File: src/rtl/instr_decode.sv
// instr_decode: RV32I decode stage with a 32x32 register file and a one-entry registered output bundle.
// Optional macro DECODE_WB_BYPASS_EN forwards same-cycle writeback data into the captured source operands.
module instr_decode #(
    parameter bit REGFILE_RESET = 1'b1
) (
    input  logic        clk,
    input  logic        rst,
    input  logic        in_valid,
    output logic        in_ready,
    input  logic [31:0] instruction,
    input  logic        wb_en,
    input  logic [4:0]  wb_rd,
    input  logic [31:0] wb_data,
    output logic        out_valid,
    input  logic        out_ready,
    output logic [31:0] rs1_data,
    output logic [31:0] rs2_data,
    output logic [31:0] imm,
    output logic [4:0]  rd,
    output logic [6:0]  opcode,
    output logic [2:0]  funct3,
    output logic        funct7b5,
    output logic        illegal
);

    typedef enum logic {S_EMPTY, S_FULL} state_t;

    state_t      r_state;
    logic [31:0] r_regs [32];
    logic [31:0] r_rs1_data;
    logic [31:0] r_rs2_data;
    logic [31:0] r_imm;
    logic [4:0]  r_rd;
    logic [6:0]  r_opcode;
    logic [2:0]  r_funct3;
    logic        r_funct7b5;
    logic        r_illegal;

    logic        w_accept;
    logic        w_wb_write;
    logic [4:0]  w_rs1_idx;
    logic [4:0]  w_rs2_idx;
    logic [31:0] w_rs1_val;
    logic [31:0] w_rs2_val;
    logic [31:0] w_imm;
    logic        w_illegal;

    assign w_rs1_idx  = instruction[19:15];
    assign w_rs2_idx  = instruction[24:20];
    assign w_wb_write = wb_en && (wb_rd != 5'd0);

    assign out_valid = (r_state == S_FULL);
    assign in_ready  = !out_valid || out_ready;
    assign w_accept  = in_valid && in_ready;

    // NOTE: the array is only cleared when REGFILE_RESET is set; otherwise it carries no reset and can map to RAM.
    always_ff @(posedge clk) begin
        if (rst) begin
            if (REGFILE_RESET) begin
                for (int i = 0; i < 32; i++) begin
                    r_regs[i] <= '0;
                end
            end
        end else if (w_wb_write) begin
            r_regs[wb_rd] <= wb_data;
        end
    end

    // Operand read; x0 is forced to zero independent of array contents.
    always_comb begin
        w_rs1_val = (w_rs1_idx == 5'd0) ? 32'd0 : r_regs[w_rs1_idx];
        w_rs2_val = (w_rs2_idx == 5'd0) ? 32'd0 : r_regs[w_rs2_idx];
`ifdef DECODE_WB_BYPASS_EN
        if (w_wb_write && (wb_rd == w_rs1_idx)) w_rs1_val = wb_data;
        if (w_wb_write && (wb_rd == w_rs2_idx)) w_rs2_val = wb_data;
`endif
    end

    always_comb begin
        // NOTE: defaults first so every path assigns both signals and no latch is inferred.
        w_imm     = '0;
        w_illegal = 1'b0;
        case (instruction[6:0])
            7'b0010011, 7'b0000011, 7'b1100111, 7'b1110011:
                w_imm = {{20{instruction[31]}}, instruction[31:20]};
            7'b0100011:
                w_imm = {{20{instruction[31]}}, instruction[31:25], instruction[11:7]};
            7'b1100011:
                w_imm = {{19{instruction[31]}}, instruction[31], instruction[7],
                         instruction[30:25], instruction[11:8], 1'b0};
            7'b0110111, 7'b0010111:
                w_imm = {instruction[31:12], 12'b0};
            7'b1101111:
                w_imm = {{11{instruction[31]}}, instruction[31], instruction[19:12],
                         instruction[20], instruction[30:21], 1'b0};
            7'b0110011:
                w_imm = '0;
            default:
                w_illegal = 1'b1;
        endcase
    end

    // NOTE: non-blocking assignments so every register samples pre-edge values.
    always_ff @(posedge clk) begin
        if (rst) begin
            r_state    <= S_EMPTY;
            r_rs1_data <= '0;
            r_rs2_data <= '0;
            r_imm      <= '0;
            r_rd       <= '0;
            r_opcode   <= '0;
            r_funct3   <= '0;
            r_funct7b5 <= 1'b0;
            r_illegal  <= 1'b0;
        end else begin
            case (r_state)
                S_EMPTY: if (w_accept) r_state <= S_FULL;
                S_FULL:  if (!w_accept && out_ready) r_state <= S_EMPTY;
                default: r_state <= S_EMPTY;
            endcase
            // A held bundle only changes on an accept, which already implies out_ready while FULL.
            if (w_accept) begin
                r_rs1_data <= w_rs1_val;
                r_rs2_data <= w_rs2_val;
                r_imm      <= w_imm;
                r_rd       <= w_illegal ? 5'd0 : instruction[11:7];
                r_opcode   <= instruction[6:0];
                r_funct3   <= instruction[14:12];
                r_funct7b5 <= instruction[30];
                r_illegal  <= w_illegal;
            end
        end
    end

    assign rs1_data = r_rs1_data;
    assign rs2_data = r_rs2_data;
    assign imm      = r_imm;
    assign rd       = r_rd;
    assign opcode   = r_opcode;
    assign funct3   = r_funct3;
    assign funct7b5 = r_funct7b5;
    assign illegal  = r_illegal;

endmodule

File: config.mk
export PLATFORM = sky130hd
export DESIGN_NAME = instr_decode
export DESIGN_NICKNAME = d
export VERILOG_FILES = /design/src/rtl/instr_decode.sv
export SDC_FILE = /design/constraint.sdc
export NUM_CORES = 2
export LEC_CHECK = 0
export BUFFER_PORTS_ARGS = -buffer_cell sky130_fd_sc_hd__clkbuf_2
export CAP_MARGIN = 20
export CELL_PAD_IN_SITES_DETAIL_PLACEMENT = 1
export CELL_PAD_IN_SITES_GLOBAL_PLACEMENT = 2
export CORE_AREA = 2 2 361 363
export DETAILED_ROUTE_END_ITERATION = 6
export DIE_AREA = 0 0 363 365
export GPL_TIMING_DRIVEN = 1
export PLACE_DENSITY = 0.78
export SYNTH_ARGS = -nofsm -noshare
export SYNTH_HDL_FRONTEND = slang
export SYNTH_SLANG_ARGS = --single-unit
File: constraint.sdc
create_clock -name clk -period 2.6 [get_ports clk]
set_input_delay 0.13 -clock clk [delete_from_list [all_inputs] [get_ports clk]]
set_output_delay 0.13 -clock clk [all_outputs]
set_load 0.02 [all_outputs]
==> qor.yml <==
synth:
  ys_types: 67
  synth_xor_area_share_pct: 0.01493
  syn_area_um2: 58660
  synth_edf_count: 1024
  synth_compound_area_share_pct: 6.998
  synth.avg_cell_area_um2: 13.95
  ys.flop_type: "edfxtp_1"
  yosys_warnings: 0
  synth.yosys.seq_area_share_pct: 56.31
  synth_top_family_by_area: "multiplexers"
  async_flop_share_pct: 0
  synthMuxAreaShare_pct: 19.23
  synthSimpleGateAreaFrac_pct: 13.83
  synth-seq-cells: 1138
  synth_cells: 4206
  synth_fa_ha_area_share_pct: 0
route:
  drt_iter0_markers: 5774
  vias: 41339
  routedWlPerCell_um: 36.75
  drt_drc_violations_left: 0
  routed_wl_mm: 229.6
  vias_per_cell: 6.617
  firstDrtPassIters: 5
  ant_nets: 0
cts:
  cts_buffer_depth: 3
  cts_root_buffer: "clkbuf_16"
  cts-buffers-inserted: 131
  cts.sinks: 1138
  htree_num_levels: 4
  clk_latency_ns: 0.78
  cts_tree: "done"
  clkTransAtPathRegs_ns: 0.06
  cts.repair.resized: 0
finish:
  drive_above_1_share_pct: 25.15
  finish.net_count: 4534
  fill_cells: 12413
  area_delta_synth_final_pct: 15.37
  layout_common_cells: "1,024 x edfxtp_1, 994 x and2_1, 360 x mux4_2"
  final_common_cell: "edfxtp_1"
die:
  fp-row-count: 132
  start_util_pct: 45.60
  die_w_um: 363
  ios: 189
  core_area_um2: 128700
  fp.dieH_um: 365
  die-area_um2: 132500
place:
  port_buffers: 188
  place.gp.congestion: 0.8893
  hpwl_mm: 150.4
worst_hold_path:
  min_from: "instruction[22]"
  min_path_cells: 4
  hp-class: "in -> reg"
setup_path:
  critPathRequiredTime_ns: 3.24
  r2r-start: "out_valid$_SDFF_PP0_"
  crit_fanout: 17
  worstSetupStartpointType: "flip-flop"
  crit_start: "out_valid$_SDFF_PP0_"
  endpoint_kind: "flip-flop"
  critPathArrivalTime_ns: 2.90
  reg2reg_depth: 6
  crit_type: "reg -> reg"
global_route:
  grt_usage_pct: 34.66
  overflow: 0
  grt_start_max_net_pins: 69
  grt_pass1_vias: 42067
  antenna_found_initial: 23
  grt_pass1_wl_mm: 321.4
timing:
  tightest_slew_ns: 0.9601
  fin_tns_setup_ns: 0
  rsz0062_at_grt: "no"
  fin_skew_ns: 0.02482
  fin_crit_ns: 2.263
  setup_violations: 0
  slew_headroom_pct: 35.99
  max_freq_ghz: 0.4418
  hold_violations: 0
  timing.final.crit_share_pct: 87.05
  drv_slew: 0
job:
  cap_violations: 0
power:
  ir_worst_vdd_v: 0.0006454
  power.leakage_nw: 24.65
  p_int_mw: 33.72
  p_per_area_nw_per_um2: 673.6
  p_clk_share_pct: 40.2
  finalPower_mw: 45.59
  pwr-share-comb_pct: 12.5
  netSwitchingPower_mw: 11.87
  swShare_pct: 26.03
  seqPwrFrac_pct: 47.3
status:
  status: "finished, final reports clean"
[critical path, cell delays in order, from the launching register on]
cell and delay, ns:
dfxtp_1 0.31, nand2b_1 0.30, nand2_4 0.27, buf_12 0.25, a22o_1 0.32, a21oi_1 0.47, a311oi_1 0.17
[power by group through the flow]
| stage | logic, mW | clock network (mW) | registers (mW) |
|---|---|---|---|
| floorplan | 3.05 | 0 | 21.8 |
| global placement | 5.43 | 0 | 21.8 |
| detailed placement | 5.51 | 0 | 21.9 |
| CTS | 5.57 | 18.5 | 21.6 |
| global route | 5.86 | 19.1 | 21.7 |
| finish | 5.69 | 18.3 | 21.6 |
[metal layers]
metal | wire length, µm | global-route usage (%)
met2 | 105400 | 53.79
met4 | 9989 | 14.92
met3 | 26390 | 9.918
met5 | 167 | 0
met1 | 87650 | 45.60
[registers in the layout, indices dropped and copies added, names as in the netlist]
| signal | count |
|---|---|
| funct3 | 3 |
| rd | 5 |
| r_regs | 1024 |
| rs2_data | 32 |
| imm | 32 |
| funct7b5 | 1 |
| illegal | 1 |
| rs1_data | 32 |
| out_valid | 1 |
| opcode | 7 |
[per-stage QoR]
stage	worst slack [ns]	util [%]	hold slack (ns)	cell area [µm²]	std cells
2_1_floorplan	0.6826	-	0.2557	58780	4237
3_3_place_gp	0.2077	49.16	0.3716	63250	5976
3_5_place_dp	0.1849	49.16	0.3734	63250	5976
4_1_cts	0.4794	52.59	0.005233	67660	6239
5_1_grt	0.3002	52.59	0.06653	67670	6242
6_report	0.3366	52.60	0.05728	67680	6247
[cells by family after synthesis]
family	Yosys count
AND/OR/NAND/NOR	1402
flip-flops	1138
multiplexers	675
AO/OA/AOI/OAI	538
buffers and inverters	451
XOR/XNOR	1
other	1
[synth_stat cells (11+ instances only)]
cell type / count / area share, %
o221ai_1: 32 / 0.48
a22oi_1: 92 / 1.2
buf_2: 43 / 0.37
o22ai_1: 39 / 0.42
mux2i_1: 301 / 5.1
a2bb2oi_1: 14 / 0.21
a211oi_1: 34 / 0.44
mux2_2: 11 / 0.21
o21ai_1: 19 / 0.16
a211o_1: 32 / 0.48
clkbuf_1: 312 / 2.0
nor2_1: 61 / 0.39
dfxtp_1: 114 / 3.9
nor2b_1: 12 / 0.13
or2_2: 33 / 0.35
buf_1: 18 / 0.12
buf_6: 28 / 0.54
buf_4: 35 / 0.45
a32o_1: 36 / 0.61
a311oi_1: 17 / 0.25
a22o_1: 68 / 1.0
edfxtp_1: 1024 / 52
o21ai_0: 11 / 0.094
mux4_2: 360 / 14
nand4_1: 19 / 0.20
and2_1: 997 / 11
nand3_1: 37 / 0.32
nand2_1: 201 / 1.3
a21oi_1: 82 / 0.70
a221oi_1: 40 / 0.60
[worst paths after layout]
path,slack (ns),end
worst max-delay path,0.34,rs1_data[5]$_SDFFE_PP0P_
worst min-delay path,0.06,imm[22]$_SDFFE_PP0P_
worst max register to register,0.34,rs1_data[5]$_SDFFE_PP0P_
worst min register to register,0.45,imm[30]$_SDFFE_PP0P_
[layout make-up]
cell class | instances | area [µm²] | area share [%]
multi-input combinational | 2648 | 23950 | 35.39
antenna | 8 | 20.02 | 0.02958
timing repair buffer | 530 | 4388 | 6.484
sequential | 1138 | 33030 | 48.81
tap | 1675 | 2096 | 3.097
clock buffer | 182 | 3737 | 5.522
clock inverter | 55 | 410.4 | 0.6064
inverter | 11 | 41.29 | 0.06101
[repair_timing]
item | in CTS | in global routing
hold buffers | 26 | 0
setup buffers | 0 | 0
endpoints found under the setup margin | 0 | 0
hold endpoints to repair | 65 | 0
No activity file was read; power rests on OpenSTA's default activity.
